==> src/rtl/bus_rr_router.sv <==
// Per-bus round-robin packet router: each bus pops one pending device FIFO,
// then delivers the packet to its header destination, to every other device on broadcast, or drops it.
module bus_rr_router #(
    parameter int         bits      = 1,
    parameter int         pckg_sz   = 16,
    parameter int         drvrs     = 4,
    parameter logic [7:0] broadcast = 8'hFF
) (
    input  logic               clk,
    input  logic               reset,
    input  logic               pndng    [bits][drvrs],
    input  logic [pckg_sz-1:0] D_pop    [bits][drvrs],
    output logic               pop      [bits][drvrs],
    output logic               push     [bits][drvrs],
    output logic [pckg_sz-1:0] D_push   [bits][drvrs],
    output logic [15:0]        drop_cnt [bits]
);

    localparam int IW = (drvrs > 1) ? $clog2(drvrs) : 1;

    typedef enum logic [1:0] {S_IDLE, S_POP, S_PUSH} state_t;

    genvar gi, gj;
    generate
        for (gi = 0; gi < bits; gi++) begin : gen_bus
            state_t             state_q;
            logic [IW-1:0]      win_q;
            logic [IW-1:0]      rr_q;
            logic [IW-1:0]      sel_d;
            logic               found_d;
            logic [pckg_sz-1:0] pkt_q;
            logic [15:0]        drop_q;
            logic [15:0]        drop_d;
            logic [7:0]         dest;
            logic               is_bcast;
            logic               is_ucast;

            assign dest     = pkt_q[pckg_sz-1 -: 8];
            assign is_bcast = (dest == broadcast);
            assign is_ucast = (dest < 8'(drvrs)) && (dest != 8'(win_q));

            // Search starts just after the last served device so it ends up lowest priority.
            always_comb begin
                found_d = 1'b0;
                sel_d   = rr_q;
                for (int k = 1; k <= drvrs; k++) begin
                    if (!found_d && pndng[gi][IW'((int'(rr_q) + k) % drvrs)]) begin
                        found_d = 1'b1;
                        sel_d   = IW'((int'(rr_q) + k) % drvrs);
                    end
                end
            end

            always_comb begin
                drop_d = drop_q;
                if (state_q == S_PUSH && !is_bcast && !is_ucast && drop_q != 16'hFFFF) begin
                    drop_d = drop_q + 16'd1;
                end
            end

            always_ff @(posedge clk) begin
                if (reset) begin
                    state_q <= S_IDLE;
                    win_q   <= '0;
                    rr_q    <= IW'(drvrs - 1);
                    pkt_q   <= '0;
                    drop_q  <= '0;
                end else begin
                    drop_q <= drop_d;
                    case (state_q)
                        S_IDLE: begin
                            if (found_d) begin
                                win_q   <= sel_d;
                                state_q <= S_POP;
                            end
                        end
                        S_POP: begin
                            // A winner that withdrew its request is abandoned without touching the pointer.
                            if (pndng[gi][win_q]) begin
                                pkt_q   <= D_pop[gi][win_q];
                                rr_q    <= win_q;
                                state_q <= S_PUSH;
                            end else begin
                                state_q <= S_IDLE;
                            end
                        end
                        S_PUSH:  state_q <= S_IDLE;
                        default: state_q <= S_IDLE;
                    endcase
                end
            end

            for (gj = 0; gj < drvrs; gj++) begin : gen_dev
                assign pop[gi][gj]    = !reset && (state_q == S_POP) && (win_q == IW'(gj))
                                        && pndng[gi][gj];
                assign push[gi][gj]   = !reset && (state_q == S_PUSH)
                                        && (is_bcast ? (win_q != IW'(gj))
                                                     : (is_ucast && dest == 8'(gj)));
                assign D_push[gi][gj] = pkt_q;
            end

            assign drop_cnt[gi] = drop_q;
        end
    endgenerate

endmodule

==> config.mk <==
export PLATFORM = sky130hd
export DESIGN_NAME = bus_rr_router
export DESIGN_NICKNAME = d
export VERILOG_FILES = /design/src/rtl/bus_rr_router.sv
export SDC_FILE = /design/constraint.sdc
export NUM_CORES = 1
export LEC_CHECK = 0
export ABC_AREA = 1
export CAP_MARGIN = 20
export CORE_MARGIN = 2
export CORE_UTILIZATION = 36
export DETAILED_ROUTE_END_ITERATION = 7
export PLACE_DENSITY = 0.77
export RECOVER_POWER = 25
export SYNTH_ARGS = -nofsm -noshare
export SYNTH_HDL_FRONTEND = slang
export SYNTH_SLANG_ARGS = --single-unit
==> constraint.sdc <==
create_clock -name clk -period 1.45 [get_ports clk]
set_input_delay 0.145 -clock clk [delete_from_list [all_inputs] [get_ports clk]]
set_output_delay 0.145 -clock clk [all_outputs]
set_load 0.005 [all_outputs]
==> impl_metrics.json <==
{
  "status": "finished with violations",
  "violations": "setup timing",
  "antenna_found_initial": 0,
  "gr-total-overflow": 0,
  "netlist_top_cells_count": "nand2_1, buf_4, a21oi_1",
  "num_rows": 33,
  "wl_per_cell_um": 15.89,
  "min_from": "reset",
  "die_x_um": 95.26,
  "fin_skew_ps": 7.022,
  "r2r_start": "gen_bus[0].pkt_q[9]$_SDFFE_PP0P_",
  "ir_drop_v": 0.0005479,
  "multi_input_area_mm2": 0.002116,
  "grt_usage": 0.2466,
  "syn_to_final_growth_pct": 88.11,
  "timing.final.ws_setup_ps": -237.0,
  "start_util": 0.3686,
  "rsz0062_at_grt": "yes",
  "clock.fmax_ghz": 0.5928,
  "p_seq_frac": 0.206,
  "worst_slew_pin_slew_ps": 329.3,
  "fin_cells": 773,
  "setup_violations": 42,
  "crit_type": "flip-flop to primary output",
  "drt_iter0_markers": 214,
  "yosys.area.top_type": "dfxtp_1",
  "cp.required_ps": 1310,
  "routed_via_density": 5.229,
  "clk_latency_ps": 300,
  "grt_max_degree": 27,
  "firstDrtPassIters": 5,
  "synth_nets": 560,
  "yosysWarnings": 0,
  "gp_congestion": 0.8338,
  "wirelength_mm": 12.28,
  "seqCellArea_um2": 794.5,
  "worstHoldPathType": "primary input to flip-flop",
  "synth_edf_count": 0,
  "synth_area_mm2": 0.002998,
  "fin_util": 0.6933,
  "finalSetupTns_ps": -4152,
  "cp.arrival_ps": 1540,
  "nets": 738,
  "p_leak_nw": 2.804,
  "period_needed_ps": 1687,
  "synth-main-ff-cell": "dfxtp_1",
  "first_global_vias": 3836,
  "fillCellCount": 650,
  "dp_hpwl_mm": 7.416,
  "cap_violations": 0,
  "worst-path-max-fanout": 4,
  "p_comb_frac": 0.628,
  "hold_path_end": "gen_bus[0].pkt_q[4]$_SDFFE_PP0P_",
  "place_inst": 733,
  "p_sw_mw": 2.830,
  "syn_inst": 489,
  "yosys.area.top_type_share": 0.2538,
  "cts-buffers-inserted": 5,
  "vias": 4042,
  "finalCritPeriodShare": 1.163,
  "reg2regPathDepth": 12,
  "seq_area_frac_synth": 0.2538,
  "internal_power_mw": 4.129,
  "powerDensity_mw_per_mm2": 1234,
  "slew_violations": 0,
  "pwr-share-clk": 0.166,
  "rrSetupSlack_ps": -190,
  "hold-path-cell-count": 5,
  "fp.coreArea_mm2": 0.008134,
  "r2r-end": "drop_cnt[6]$_SDFFE_PP0P_",
  "slew_headroom": 0.7804,
  "whs_ps": 483.9,
  "syn_area_per_cell_um2": 6.131,
  "async_flop_share": 0,
  "drc_errors": 0,
  "synth_seq_cells": 38,
  "final_antenna_net_count": 0,
  "diodes": 0,
  "synthTopCellsByArea": "dfxtp_1, nand2_1, buf_4",
  "clockBufferDepth": 2,
  "p_sw_frac": 0.4067,
  "port_buffers": 157,
  "synth.distinct_cells": 28,
  "grt_pass1_wl_mm": 17.84,
  "die_h_um": 95.26,
  "clk_pin_slew_ps": 80,
  "cts.sinks": 38,
  "finalHoldViolations": 0,
  "dieArea_mm2": 0.009074,
  "start_kind": "flip-flop",
  "drive_above_1_share": 0.3548,
  "ctsHoldBuffers": 0,
  "htreeDepth": 2,
  "num_io_pins": 158,
  "root_buffer": "clkbuf_8",
  "cts_tree": "yes",
  "yosysMostFrequentCell": "nand2_1",
  "endpoint_kind": "primary output"
}
==> power groups by stage <==
stage | sequential [mW] | clock [mW] | combinational, mW
3_3_place_gp | 1.37 | 0 | 3.14
3_5_place_dp | 1.38 | 0 | 3.19
2_1_floorplan | 1.42 | 0 | 1.88
6_report | 1.44 | 1.15 | 4.37
4_1_cts | 1.41 | 1.16 | 3.89
5_1_grt | 1.46 | 1.21 | 4.67
==> metal layers <==
metal,vias up,global-route usage,share of wire,wire (µm)
li1,1895,-,-,-
met1,1952,0.2921,0.40,4926
met2,175,0.4566,0.53,6463
met3,20,0.03399,0.057,701
met4,0,0.07609,0.015,189
met5,-,0,0,0
==> worst max-delay path, cell delays in order, from the launching register on <==
cell     delay [ps]
dfxtp_2         350
buf_6           120
inv_2            50
nand2_1          50
nand4_1         110
nand2_2          90
inv_4           100
nand3_2          70
a21oi_2         150
buf_2           150
==> what timing repair did <==
item,4_1_cts,5_1_grt
endpoints found under the setup margin,56,84
gates cloned,4,0
resized for setup,129,154
buffers inserted,26,9
pin swaps,17,42
==> sequential cells by signal (all words and copies together) (netlist names) <==
register / count
gen_bus.win_q: 2
gen_bus.rr_q: 2
gen_bus.state_q: 2
gen_bus.pkt_q: 16
drop_cnt: 16
==> area by class of cell <==
type                       instances  share of cell area
sequential                        38              0.1409
timing repair inverter             1            0.001331
inverter                          31             0.02219
multi-input combinational        351              0.3752
tap                              105             0.02330
clock inverter                     2             0.01065
clock buffer                       6             0.01464
timing repair buffer             239              0.4118
==> worst max path at each step <==
stage                                 startpoint  slack [ps]                  endpoint  depth (start not counted)
3_5_place_dp   gen_bus[0].pkt_q[10]$_SDFFE_PP0P_        -370                   push[1]                          6
5_1_grt         gen_bus[0].pkt_q[9]$_SDFFE_PP0P_        -300                   push[0]                          9
3_3_place_gp   gen_bus[0].pkt_q[14]$_SDFFE_PP0P_        -290                   push[1]                          6
6_report        gen_bus[0].pkt_q[9]$_SDFFE_PP0P_        -240                   push[1]                          9
4_1_cts         gen_bus[0].pkt_q[8]$_SDFFE_PP0P_        -200                   push[1]                          6
2_1_floorplan           drop_cnt[0]$_SDFFE_PP0P_         0.2  drop_cnt[7]$_SDFFE_PP0P_                         11
==> metrics by stage <==
step / worst slack, ps / cell area [µm²] / power (mW)
CTS: -201.0 / 5235 / 6.452
detailed placement: -366.1 / 4652 / 4.576
finish: -237.0 / 5639 / 6.959
floorplan: 0.2379 / 3013 / 3.296
global placement: -292.2 / 4652 / 4.519
global route: -297.2 / 5639 / 7.343
==> logic make-up after synthesis <==
| family | after synthesis | synth area share |
|---|---|---|
| adders and majority gates | 1 | 0.004173 |
| and+or+nand+nor | 256 | 0.3681 |
| AOI/OAI and AO/OA | 82 | 0.1473 |
| DFF | 38 | 0.2538 |
| buffers and inverters | 101 | 0.1945 |
| xor gates and xnor gates | 11 | 0.03214 |
==> cell usage in the layout, fill, tap and decap left out, types with 3 or more instances in the layout <==
master / netlist / layout
dfxtp_2: 0 / 15
nor2_2: 3 / 3
nor3_4: 0 / 3
nor2_4: 1 / 7
nor3_2: 0 / 4
nand3_1: 25 / 17
nor2_1: 41 / 35
nand2_2: 4 / 27
xor2_1: 7 / 6
dfxtp_4: 0 / 4
nand2_1: 148 / 112
o21ai_2: 0 / 15
xnor2_1: 4 / 4
nand4_1: 10 / 10
clkbuf_1: 5 / 5
dfxtp_1: 38 / 19
inv_1: 30 / 17
dlymetal6s2s_1: 0 / 21
nand2_4: 0 / 13
dlygate4sd2_1: 0 / 9
buf_4: 50 / 55
a21oi_2: 7 / 23
clkdlybuf4s15_1: 0 / 5
nor3_1: 19 / 12
buf_6: 1 / 16
clkdlybuf4s50_1: 0 / 110
a21oi_1: 49 / 32
inv_2: 1 / 11
dlymetal6s4s_1: 0 / 3
o21ai_1: 0 / 8
clkbuf_8: 0 / 6
buf_2: 7 / 5
nand3_2: 0 / 8
No activity file was read; power rests on OpenSTA's default activity.
==> RTL change, RTL diff (same flow settings) <==
`pckg_sz`: 16 -> 17.
--- a/src/rtl/bus_rr_router.sv
+++ b/src/rtl/bus_rr_router.sv
@@ -2,7 +2,7 @@
 // then delivers the packet to its header destination, to every other device on broadcast, or drops it.
 module bus_rr_router #(
     parameter int         bits      = 1,
-    parameter int         pckg_sz   = 16,
+    parameter int         pckg_sz   = 17,
     parameter int         drvrs     = 4,
     parameter logic [7:0] broadcast = 8'hFF
 ) (
Interface: changed (resized D_pop and D_push); port bits go from 158 to 166. No check against the original RTL was run, so the function may have changed too.
==> RTL change against the original RTL <==
- the run still ends with setup timing left
- critical path depth decreased by 1
- non-clock buffer count increased by 4
- area after synthesis up 5.3%
- global-route usage down 2.5 points
- routed wire length down 4.4%
- count of clock-buffer cells in the layout fell by 1
- sequential power up 9.7%
- critical endpoint is now push[0]
- total power down 1.0%
- register-to-register slack improved by 0.10 ns
- final cell count is 3.8% higher
- sequential cell count up 1
- worst setup slack better by 0.087 ns
- final area down 0.78%
==> RTL change: results (changes against the original RTL) <==
stage	metric	value	unit	change
outcome	outcome	finished with violations		unchanged
outcome	failing checks	setup timing		unchanged
synth	post-synthesis sequential area ratio	24.7	%	was 25.4%
routing	Met3 Wirelength	738	um	was 701 um
setup_path	CP delay by family, top	flip-flops		was buffers and inverters
cells_and_area	Layout fillers	703		was 650
setup_path	reg2reg end	drop_cnt[8]$_SDFFE_PP0P_		was drop_cnt[6]$_SDFFE_PP0P_
hold_path	Cells on Worst Hold Path	2		was 5
sta	Setup violations, final	23		was 42
cells_and_area	final cell count without fillers	802		was 773
global_routing	vias in the first global route	3604		was 3836
synth	complex-gate fraction of the synthesized area	15.1	%	was 14.7%
routing	DR iter-0 viols	131		was 214
hold_path	hold path start	drop_cnt[8]$_SDFFE_PP0P_		was reset
hold_path	Worst Hold Path EP	drop_cnt[8]$_SDFFE_PP0P_		was gen_bus[0].pkt_q[4]$_SDFFE_PP0P_
global_routing	pin count of the biggest net entering global routing	35		was 27
synth	synth top area cells	dfxtp_1, nand2_1, buf_4, a21oi_1, nor2_1		unchanged
pwr	worst vdd ir	0.521	mV	was 0.548 mV
routing	Initial DRT Pass Iterations	7		was 5
cells_and_area	layout cells sized above 1	31.0	%	was 35.5%
synth	post-synthesis cell type count	27		was 28
pwr	sw frac	42.8	%	was 40.7%
global_routing	global routing met3 resource utilization	3.31	%	was 3.40%
routing	drt wl/cell	14.6	um	was 15.9 um
global_routing	grt met1 use	29.0	%	was 29.2%
synth	most instantiated cells after synthesis	nand2_1, buf_4, nor2_1		was nand2_1, buf_4, a21oi_1
sta	Clock Skew	0.0106	ns	was 0.00702 ns
global_routing	GRT met2 Usage	37.8	%	was 45.7%
setup_path	R2R depth	10		was 12
sta	Final WS setup	-0.150	ns	was -0.237 ns
setup_path	R2R Setup Slk	-0.09	ns	was -0.19 ns
sta	Max-slew headroom	79.8	%	was 78.0%
sta	setup TNS	-1.61	ns	was -4.15 ns
routing	routed vias	3943		was 4042
synth	synthesized area per cell	6.13	um^2	about the same
setup_path	end of the critical path	push[0]		was push[1]
place	number of port buffers	165		was 157
global_routing	GRT Util Overall	22.1	%	was 24.7%
synth	Syn Nets	590		was 560
synth	Post-Synth XOR/XNOR Area	3.89	%	was 3.21%
place	Placed Cells	777		was 733
place	Final GP Congestion	0.930		was 0.834
place	post-detail-place hpwl	8420	um	was 7420 um
RTL change: cell types whose count changed in the layout (fill, tap and decap cells not counted), moves of 10 or more:
cell             change
nand2_1             +46
clkdlybuf4s50_1     +14
dfxtp_1             -12
nand2_4             -12
nor2_1              +11
a21oi_1             +10
buf_4               +10
dfxtp_2             +10
inv_2               -10
RTL change: cell type report:
type                       count  area share (%)
timing repair inverter         2           0.447
sequential                    39            15.0
clock buffer                   5            1.23
inverter                      22            1.99
clock inverter                 3           0.425
multi-input combinational    380            36.6
tap                          108            2.42
timing repair buffer         243            41.9
RTL change: power groups by stage:
stage	clock network, mW	registers (mW)	logic (mW)
global route	0.838	1.61	4.88
finish	0.782	1.58	4.52
global placement	0	1.52	3.67
floorplan	0	1.53	2.17
detailed placement	0	1.53	3.74
CTS	0.804	1.54	4.14
RTL change: per-stage QoR:
step	hold slack (ns)	util [%]
4_1_cts	0.507	60.9
5_1_grt	0.542	65.1
3_5_place_dp	0.513	57.5
2_1_floorplan	0.400	-
6_report	0.516	65.1
3_3_place_gp	0.498	57.5
RTL change: what timing repair did:
action	in CTS	in global routing
gates cloned	0	2
setup endpoints to repair	67	80
pin swaps	11	15
gates resized for setup	99	105
setup buffers	10	9
endpoints found under the hold margin	0	0
RTL change: cell families after synthesis:
kind of cell	count (synthesis)
AND/OR/NAND/NOR	279
flip-flops	39
adder cells (fa/ha/maj)	1
AO/OA/AOI/OAI	86
buffers and inverters	96
XOR/XNOR	14
RTL change: worst register-to-register path, cell delays in order (launching register included):
cell and delay (ns):
dfxtp_4 0.36, buf_6 0.12, xnor2_1 0.14, nand2_1 0.09, nand2_2 0.10, buf_4 0.13, nand2_2 0.06, nor2_4 0.15
buf_12 0.16, nand2_2 0.06, a21oi_2 0.13
